### config.mk
export PLATFORM = sky130hd
export DESIGN_NAME = cpu6_muldiv_seq
export DESIGN_NICKNAME = d
export VERILOG_FILES = /design/src/rtl/cpu6_muldiv_seq.sv
export SDC_FILE = /design/constraint.sdc
export NUM_CORES = 1
export LEC_CHECK = 0
export ABC_AREA = 1
export BUFFER_PORTS_ARGS = -buffer_cell sky130_fd_sc_hd__buf_2
export CAP_MARGIN = 20
export CORE_UTILIZATION = 50
export DETAILED_ROUTE_END_ITERATION = 10
export GPL_TIMING_DRIVEN = 0
export PLACE_DENSITY = 0.73
export SYNTH_ARGS = -nofsm -noshare
export SYNTH_HDL_FRONTEND = slang
export SYNTH_SLANG_ARGS = --single-unit
### constraint.sdc
create_clock -name clk -period 2.45 [get_ports clk]
set_clock_uncertainty 0.2 [all_clocks]
set_input_delay 0.3675 -clock clk [delete_from_list [all_inputs] [get_ports clk]]
set_output_delay 0.3675 -clock clk [all_outputs]
set_load 0.05 [all_outputs]
### src/rtl/cpu6_muldiv_seq.sv
// cpu6_muldiv_seq -- iterative multiply/divide sequencer for the cpu6 EX stage.
//
// Computes one M-extension operation over CPU6_XLEN iterations.  It owns no
// adder: every iteration borrows the shared cpu6 ALU (ADD for multiply
// partial sums, SUB for restoring-divide trial subtraction).
//
// Ports:
//   clk, reset            clock; synchronous active-high reset
//   req_valid/req_ready   request handshake (ready only in IDLE)
//   req_op[2:0]           MUL,MULH,MULHSU,MULHU,DIV,DIVU,REM,REMU
//   req_a, req_b          rs1, rs2
//   resp_valid/resp_ready response handshake, resp_data held until accepted
//   kill                  pipeline flush, aborts everything (highest priority)
//   busy                  high whenever not IDLE
//   alu_a, alu_b          shared ALU operands (zero outside ITER)
//   alu_control           shared ALU operation (ADD or SUB)
//   alu_y, alu_lt         shared ALU result and unsigned a<b flag
//
// Configuration macro: CPU6_MULDIV_SIGNED_EN.  When defined, signed ops
// (MULH, MULHSU, DIV, REM) are fully supported.  When undefined, operand
// sign handling and result negation are removed and the signed ops execute
// as their unsigned counterparts with identical latency.

`ifndef CPU6_XLEN
`define CPU6_XLEN 32
`endif
`ifndef CPU6_ALUCONTROL_SIZE
`define CPU6_ALUCONTROL_SIZE 4
`endif
`ifndef CPU6_ALUCONTROL_ADD
`define CPU6_ALUCONTROL_ADD 0
`endif
`ifndef CPU6_ALUCONTROL_SUB
`define CPU6_ALUCONTROL_SUB 1
`endif

module cpu6_muldiv_seq (
    input  logic                             clk,
    input  logic                             reset,
    input  logic                             req_valid,
    output logic                             req_ready,
    input  logic [2:0]                       req_op,
    input  logic [`CPU6_XLEN-1:0]            req_a,
    input  logic [`CPU6_XLEN-1:0]            req_b,
    output logic                             resp_valid,
    input  logic                             resp_ready,
    output logic [`CPU6_XLEN-1:0]            resp_data,
    input  logic                             kill,
    output logic                             busy,
    output logic [`CPU6_XLEN-1:0]            alu_a,
    output logic [`CPU6_XLEN-1:0]            alu_b,
    output logic [`CPU6_ALUCONTROL_SIZE-1:0] alu_control,
    input  logic [`CPU6_XLEN-1:0]            alu_y,
    input  logic                             alu_lt
);
    localparam int XLEN = `CPU6_XLEN;
    localparam int ALUW = `CPU6_ALUCONTROL_SIZE;
    localparam int CNTW = $clog2(XLEN);
    localparam logic [ALUW-1:0] ALU_ADD = ALUW'(`CPU6_ALUCONTROL_ADD);
    localparam logic [ALUW-1:0] ALU_SUB = ALUW'(`CPU6_ALUCONTROL_SUB);

    localparam logic [2:0] S_IDLE  = 3'd0;
    localparam logic [2:0] S_PREP  = 3'd1;
    localparam logic [2:0] S_ITER  = 3'd2;
    localparam logic [2:0] S_FIXUP = 3'd3;
    localparam logic [2:0] S_DONE  = 3'd4;

    logic [2:0]      state_reg;
    logic [2:0]      op_reg;
    logic [XLEN-1:0] a_reg;
    logic [XLEN-1:0] b_reg;
    // hi_reg: multiply accumulator high half / divide partial remainder
    // lo_reg: multiplier shifting out    / dividend shifting into quotient
    // opb_reg: multiplicand / divisor magnitude
    logic [XLEN-1:0] hi_reg;
    logic [XLEN-1:0] lo_reg;
    logic [XLEN-1:0] opb_reg;
    logic [CNTW-1:0] cnt_reg;
    logic [XLEN-1:0] result_reg;

    logic is_div, is_rem, mul_high;
    assign is_div   = op_reg[2];
    assign is_rem   = op_reg[2] & op_reg[1];
    assign mul_high = ~op_reg[2] & (op_reg[1] | op_reg[0]);

    logic [XLEN-1:0]   mag_a, mag_b;
    logic [2*XLEN-1:0] prod_fix;
    logic [XLEN-1:0]   div_fix;

`ifdef CPU6_MULDIV_SIGNED_EN
    logic a_signed, b_signed, sign_a, sign_b, res_neg, neg_reg;
    assign a_signed = (op_reg == 3'b001) | (op_reg == 3'b010) |
                      (op_reg == 3'b100) | (op_reg == 3'b110);
    assign b_signed = (op_reg == 3'b001) | (op_reg == 3'b100) | (op_reg == 3'b110);
    assign sign_a   = a_signed & a_reg[XLEN-1];
    assign sign_b   = b_signed & b_reg[XLEN-1];
    assign mag_a    = sign_a ? -a_reg : a_reg;
    assign mag_b    = sign_b ? -b_reg : b_reg;
    // Remainder takes the dividend's sign; everything else the product sign.
    assign res_neg  = is_rem ? sign_a : (sign_a ^ sign_b);
    assign prod_fix = neg_reg ? -{hi_reg, lo_reg} : {hi_reg, lo_reg};
    assign div_fix  = neg_reg ? -(is_rem ? hi_reg : lo_reg) : (is_rem ? hi_reg : lo_reg);

    always_ff @(posedge clk) begin
        if (reset) begin
            neg_reg <= 1'b0;
        end else if (state_reg == S_PREP) begin
            neg_reg <= res_neg;
        end
    end
`else
    assign mag_a    = a_reg;
    assign mag_b    = b_reg;
    assign prod_fix = {hi_reg, lo_reg};
    assign div_fix  = is_rem ? hi_reg : lo_reg;
`endif

    logic [XLEN-1:0] fix_word;
    assign fix_word = is_div   ? div_fix :
                      mul_high ? prod_fix[2*XLEN-1:XLEN] : prod_fix[XLEN-1:0];

    // Shared ALU drive: only active during ITER.
    always_comb begin
        alu_a       = '0;
        alu_b       = '0;
        alu_control = ALU_ADD;
        if (state_reg == S_ITER) begin
            if (is_div) begin
                alu_a       = {hi_reg[XLEN-2:0], lo_reg[XLEN-1]};
                alu_b       = opb_reg;
                alu_control = ALU_SUB;
            end else begin
                alu_a = hi_reg;
                alu_b = lo_reg[0] ? opb_reg : '0;
            end
        end
    end

    logic mul_carry, div_qbit;
    assign mul_carry = (alu_y < hi_reg);
    // The shifted partial remainder is really XLEN+1 bits wide.  When the
    // bit shifted out of hi_reg is set the value exceeds any divisor, so the
    // subtraction always succeeds and alu_y's low bits are still exact.
    assign div_qbit  = hi_reg[XLEN-1] | ~alu_lt;

    always_ff @(posedge clk) begin
        if (reset) begin
            state_reg  <= S_IDLE;
            op_reg     <= '0;
            a_reg      <= '0;
            b_reg      <= '0;
            hi_reg     <= '0;
            lo_reg     <= '0;
            opb_reg    <= '0;
            cnt_reg    <= '0;
            result_reg <= '0;
        end else if (kill) begin
            state_reg  <= S_IDLE;
            result_reg <= '0;
        end else begin
            case (state_reg)
                S_IDLE: begin
                    if (req_valid) begin
                        op_reg    <= req_op;
                        a_reg     <= req_a;
                        b_reg     <= req_b;
                        state_reg <= S_PREP;
                    end
                end
                S_PREP: begin
                    hi_reg  <= '0;
                    lo_reg  <= mag_a;
                    opb_reg <= mag_b;
                    cnt_reg <= CNTW'(XLEN - 1);
                    if (is_div && (b_reg == '0)) begin
                        result_reg <= is_rem ? a_reg : '1;
                        state_reg  <= S_DONE;
                    end else begin
                        state_reg <= S_ITER;
                    end
                end
                S_ITER: begin
                    if (is_div) begin
                        hi_reg <= div_qbit ? alu_y : alu_a;
                        lo_reg <= {lo_reg[XLEN-2:0], div_qbit};
                    end else begin
                        hi_reg <= {mul_carry, alu_y[XLEN-1:1]};
                        lo_reg <= {alu_y[0], lo_reg[XLEN-1:1]};
                    end
                    cnt_reg <= cnt_reg - 1'b1;
                    if (cnt_reg == '0) state_reg <= S_FIXUP;
                end
                S_FIXUP: begin
                    result_reg <= fix_word;
                    state_reg  <= S_DONE;
                end
                S_DONE: begin
                    if (resp_ready) begin
                        state_reg  <= S_IDLE;
                        result_reg <= '0;
                    end
                end
                default: state_reg <= S_IDLE;
            endcase
        end
    end

    assign req_ready  = (state_reg == S_IDLE);
    assign busy       = (state_reg != S_IDLE);
    assign resp_valid = (state_reg == S_DONE);
    assign resp_data  = resp_valid ? result_reg : '0;

endmodule

After elaboration in Yosys (flattened, before gate mapping). Index checks and enable logic that the tools add are counted.

Register bits after elaboration: 203. Input bits: 105. Output and inout port bits: 103. Logic and storage cells: 65.

Add/subtract/negate cells: 1. $lt $le $gt $ge: 1. Equal/unequal tests: 8. Muxes and demuxes: 26. Bitwise logic cells: 7. Reductions and logical operators: 13.

Operators with widths (count): $mux W32 (15); $pmux W32 S2 (2); $pmux W32 S3 (1); $logic_not A32 Y1 (1); $lt A32 B32 Y1 (1); $pmux W3 S5 (1); $mux W3 (4); $pmux W5 S2 (1); $reduce_and A3 Y1 (3); $eq A3 B2 Y1 const B (2); $reduce_bool A3 Y1 (2); $logic_not A5 Y1 (1); $sub A5 B1 Y5 const B (1); $ne A2 B1 Y1 const B (2); $ne A2 B2 Y1 const B (2); $reduce_and A2 Y1 (2); $eq A3 B1 Y1 const B (1); $eq A3 B3 Y1 const B (1); $logic_not A3 Y1 (1); $not A1 Y1 (3); $and A1 B1 Y1 (2); $mux W1 (2); $or A1 B1 Y1 (2); $reduce_bool A2 Y1 (1); other kinds (2) (2).

Depth between registers and ports, before layout.
Depth in word-level cells: 5. Gate-level depth with buffers: 15. Mapped depth without buffers: 15.

Least setup slack after synthesis. No wires, ideal clock.

Path type: register -> register. Start: register state_reg[2]. End: register hi_reg[3]. Setup time: 0.070 ns. Arrival: 2.394 ns. Data required time: 2.180 ns. Slack: -0.214 ns. Stages on the path, launching flop included: 9. Buffers on the path: 1. Clock period less this slack: 2.664 ns. Cells stage by stage: dfxtp_1 > nor2_4 > nand2_2 > buf_6 > a211oi_1 > o21ai_0 > o21ai_1 > nand2_1 > a21oi_1.

Cells in the longest elaborated chain, start to end: 5. Elaborated cells between the ends (all ways): 8. Classes of those cells: eq/ne (2); mux (4); reduce/logical (2).

Ends and longest elaborated chain: from (decl) (line 68) `logic [2:0] state_reg;`; from (signal assigned) (line 148) `state_reg <= S_IDLE;`; from (signal assigned) (line 158) `state_reg <= S_IDLE;`; from (signal assigned) (line 167) `state_reg <= S_PREP;`; $eq A3 B2 Y1 (line 127) `if (state_reg == S_ITER) begin`; $mux W32 (line 127); named net alu_a[3] (line 50) `` output logic [`CPU6_XLEN-1:0] alu_a, ``; $mux W32 (line 184) `hi_reg <= div_qbit ? alu_y : alu_a;`; $mux W32 (line 183) `if (is_div) begin`; $pmux W32 S2 (line 161) `case (state_reg)`; to (signal assigned) (line 184); to (signal assigned) (line 187) `hi_reg <= {mul_carry, alu_y[XLEN-1:1]};`; to (decl) (line 75) `logic [XLEN-1:0] hi_reg;`.

The timed path passes the listed nets, and every way through them passes these cells. A chain may end at the register's enable or synchronous reset.

Worst setup path after layout.
Start: register op_reg[2]. End: output alu_b[18].

Cells in the longest elaborated chain, start to end: 2.

Ends and longest elaborated chain: from (decl) (line 69) `logic [2:0] op_reg;`; from (signal assigned) (line 164) `op_reg <= req_op;`; $mux W32 (line 128) `if (is_div) begin`; $mux W32 (line 127); to (decl) (line 51) `` output logic [`CPU6_XLEN-1:0] alu_b, ``.

Every way passes these cells.

==> impl_metrics.yaml <==
worst_setup_path:
  crit_arrival_ns: 1.91
  end_kind: "primary output"
  cp_max_fo: 10
  required_ns: 1.88
  r2r_end: "result_reg[25]"
  critPathLaunchType: "flip-flop"
  r2r_setup_slack_ns: 0.12
  cp_slowest_cell: "dfxtp_2"
  critical_path.max_stage_delay_ns: 0.34
  cpMostUsedCell: "clkbuf_8"
  reg2reg_depth: 10
  crit_chain: "buf_6 > clkbuf_8 > nor2_4 > clkbuf_8 > nor2_1 > buf_4"
  critPathKind: "reg -> out"
  reg2reg_from: "op_reg[2]"
pwr:
  pwr-share-clk_pct: 44.1
  p_sw_share_pct: 27.79
  p_sw_w: 0.002464
  ir_worst_vdd_v: 0.0004054
  leakage_nw: 6.150
  p_seq_share_pct: 40.4
  p_per_area_mw_per_mm2: 586.9
  power_w: 0.008867
  share_comb_of_total_power_pct: 15.5
  internal_power_w: 0.006403
timing:
  hold_violations: 0
  setup-tns-final_ns: -0.09551
  whs_ns: 0.02350
  relSlewSlack_pct: 53.71
  fmax_mhz: 404.1
  setup_ws_ns: -0.02464
  period_share_pct: 101.0
  finalCriticalPeriod_ns: 2.475
  rsz0062_at_grt: "true"
  setup_viol_count_final: 7
  worst_pin_slew_ns: 0.6944
  slew_viol_final: 0
cts:
  clock_sinks: 203
  cts_tree: "done"
  htree_levels: 1
  clkLatencyLatePin_ns: 0.52
  clockBufferDepth: 3
  cts_buffers: 23
  path_clk_slew_ns: 0.06
  cts_root_buf: "clkbuf_16"
yosys:
  synth_cell_types: 36
  yosys.area_share.simple_pct: 25.44
  syn_area_mm2: 0.01140
  synth_xor_xnor_area_share_pct: 0
  synthAdderAreaFrac_pct: 3.622
  synth_mux_area_share_pct: 0
  synthTopCellsByArea: "dfxtp_1 (36%), nand2_1 (12%), nor2_1 (10%)"
  avgSynthCellArea_um2: 6.612
  yosysTopAreaCell: "dfxtp_1"
  synth_top_family_by_area: "compound AO/OA/AOI/OAI gates"
  synth_top_area_share_pct: 35.65
  syn_inst: 1724
  ys_seq_elements: 203
  synth-compound-area-share_pct: 25.49
  seq_area_frac_synth_pct: 35.65
  yosys_warnings: 0
route:
  drc: 0
  routed_wl_mm: 40.50
  dr.pass1.iters: 5
  drt_iter0_drc: 1292
  wl_per_cell_um: 17.40
  vias: 13150
  post_drt_via_cell_ratio: 5.648
  detail-route-antenna-nets: 0
floorplan:
  num_rows: 54
  dieArea_mm2: 0.02341
  io_pins: 208
  die_w_um: 153.0
  fp.coreArea_mm2: 0.02209
  dieHeight_um: 153.0
  start_util_pct: 51.60
final_layout:
  most-common-layout-cells: "nand2_1 (348), nor2_1 (286), o21ai_0 (232)"
  drive_gt1_share_pct: 20.41
  diodes: 0
  area_growth_pct: 32.53
  stdcell_count: 2328
  nets: 2169
  final_common_cell: "nand2_1"
  fin_area_mm2: 0.01511
grt:
  grt_pass1_wl_mm: 62.18
  antenna_found_initial: 0
  grt_pass1_vias: 12380
  grt_util_all_layers_pct: 32.80
  grt_max_degree: 14
  grt_overflow: 0
placed_design:
  place_congestion: 0.9756
  io_buffers: 204
  dp_hpwl_mm: 27.88
  placed_cell_area_mm2: 0.01278
  dpl.cell_count: 2210
run:
  drv_cap: 0
hold_path:
  min-delay-start: "alu_y[12]"
  hold_path.class: "in -> reg"
  hold_path_depth: 5
  holdPathEnd: "hi_reg[11]"
status:
  status: "finished with violations"
  violations: "negative setup slack"
[cell type report]
class,count,area [um2]
Buffer,129,795.8
Clock buffer,30,661.9
Clock inverter,12,196.4
Fill cell,1857,6985
Inverter,135,521.8
Multi-Input combinational cell,1259,6364
Sequential cell,203,4071
Tap cell,280,350.3
Timing Repair Buffer,280,2147
[how the worst max path moves through the flow]
stage                      start        end  slack, ns  depth (start not counted)
finish                 op_reg[2]  alu_b[18]      -0.02                          6
CTS                 state_reg[2]  alu_a[28]      -0.02                          6
global placement    state_reg[1]  alu_b[31]      -0.23                          7
floorplan           state_reg[2]   alu_b[0]       0.05                          7
detailed placement  state_reg[0]  alu_b[31]      -0.18                          8
global route        state_reg[0]   alu_b[5]      -0.05                          8
[metal layers]
| layer | vias to the layer above | global-route usage, % | share of wire (%) |
|---|---|---|---|
| li1 | 6256 | - | - |
| met5 | - | 0 | 0 |
| met3 | 136 | 4.480 | 7.6 |
| met1 | 6095 | 40.87 | 40 |
| met4 | 0 | 16.64 | 4.9 |
| met2 | 662 | 55.50 | 47 |
[repair_timing]
| action | 4_1_cts | 5_1_grt |
|---|---|---|
| setup buffers | 6 | 2 |
| pin swaps | 4 | 10 |
| cloned | 0 | 3 |
| hold buffers | 65 | 0 |
| gates resized for setup | 138 | 87 |
| setup endpoints to repair | 111 | 88 |
| endpoints found under the hold margin | 65 | 0 |
[power groups by stage]
stage / clock network [W] / registers, W / logic [W]
after floorplan: 0 / 0.00361 / 0.000788
after global placement: 0 / 0.00364 / 0.00114
after detailed placement: 0 / 0.00364 / 0.00116
after CTS: 0.00391 / 0.00357 / 0.00129
after global routing: 0.00405 / 0.00360 / 0.00151
final: 0.00391 / 0.00358 / 0.00138
[Yosys cell counts (all sizes together)]
| master | n |
|---|---|
| nand2 | 358 |
| nor2 | 318 |
| o21ai | 277 |
| dfxtp | 203 |
| a21oi | 135 |
| inv | 134 |
| clkbuf | 68 |
| buf | 61 |
| a31oi | 34 |
| ha | 33 |
| a211oi | 30 |
| nand3b | 22 |
| o211ai | 17 |
| nand3 | 10 |
| nor3 | 6 |
| nor4 | 6 |
| nand4 | 3 |
| o221ai | 3 |
| a21o | 1 |
| a221oi | 1 |
| clkinv | 1 |
| conb | 1 |
| o221a | 1 |
| or2 | 1 |
[worst max-delay path, delay by kind of cell, from the launching register on]
family        cells  cell delay (ns)
flops             1             0.34
buf+inv           4             0.77
simple gates      2             0.28
[cell families (layout without fill, tap and decap cells)]
logic type	after synthesis	after routing
and+or+nand+nor	724	724
buffers and inverters	264	586
AOI/OAI and AO/OA	499	499
adders and majority gates	33	33
other	1	3
DFF	203	203
[stage by stage]
step                      setup slack (ns)  util (%)
after global routing              -0.04561     68.38
after CTS                         -0.02165     66.74
after floorplan                    0.05110         -
after detailed placement           -0.1840     57.86
after global placement             -0.2254     57.86
final                             -0.02464     68.38
No activity file was read; power rests on OpenSTA's default activity.
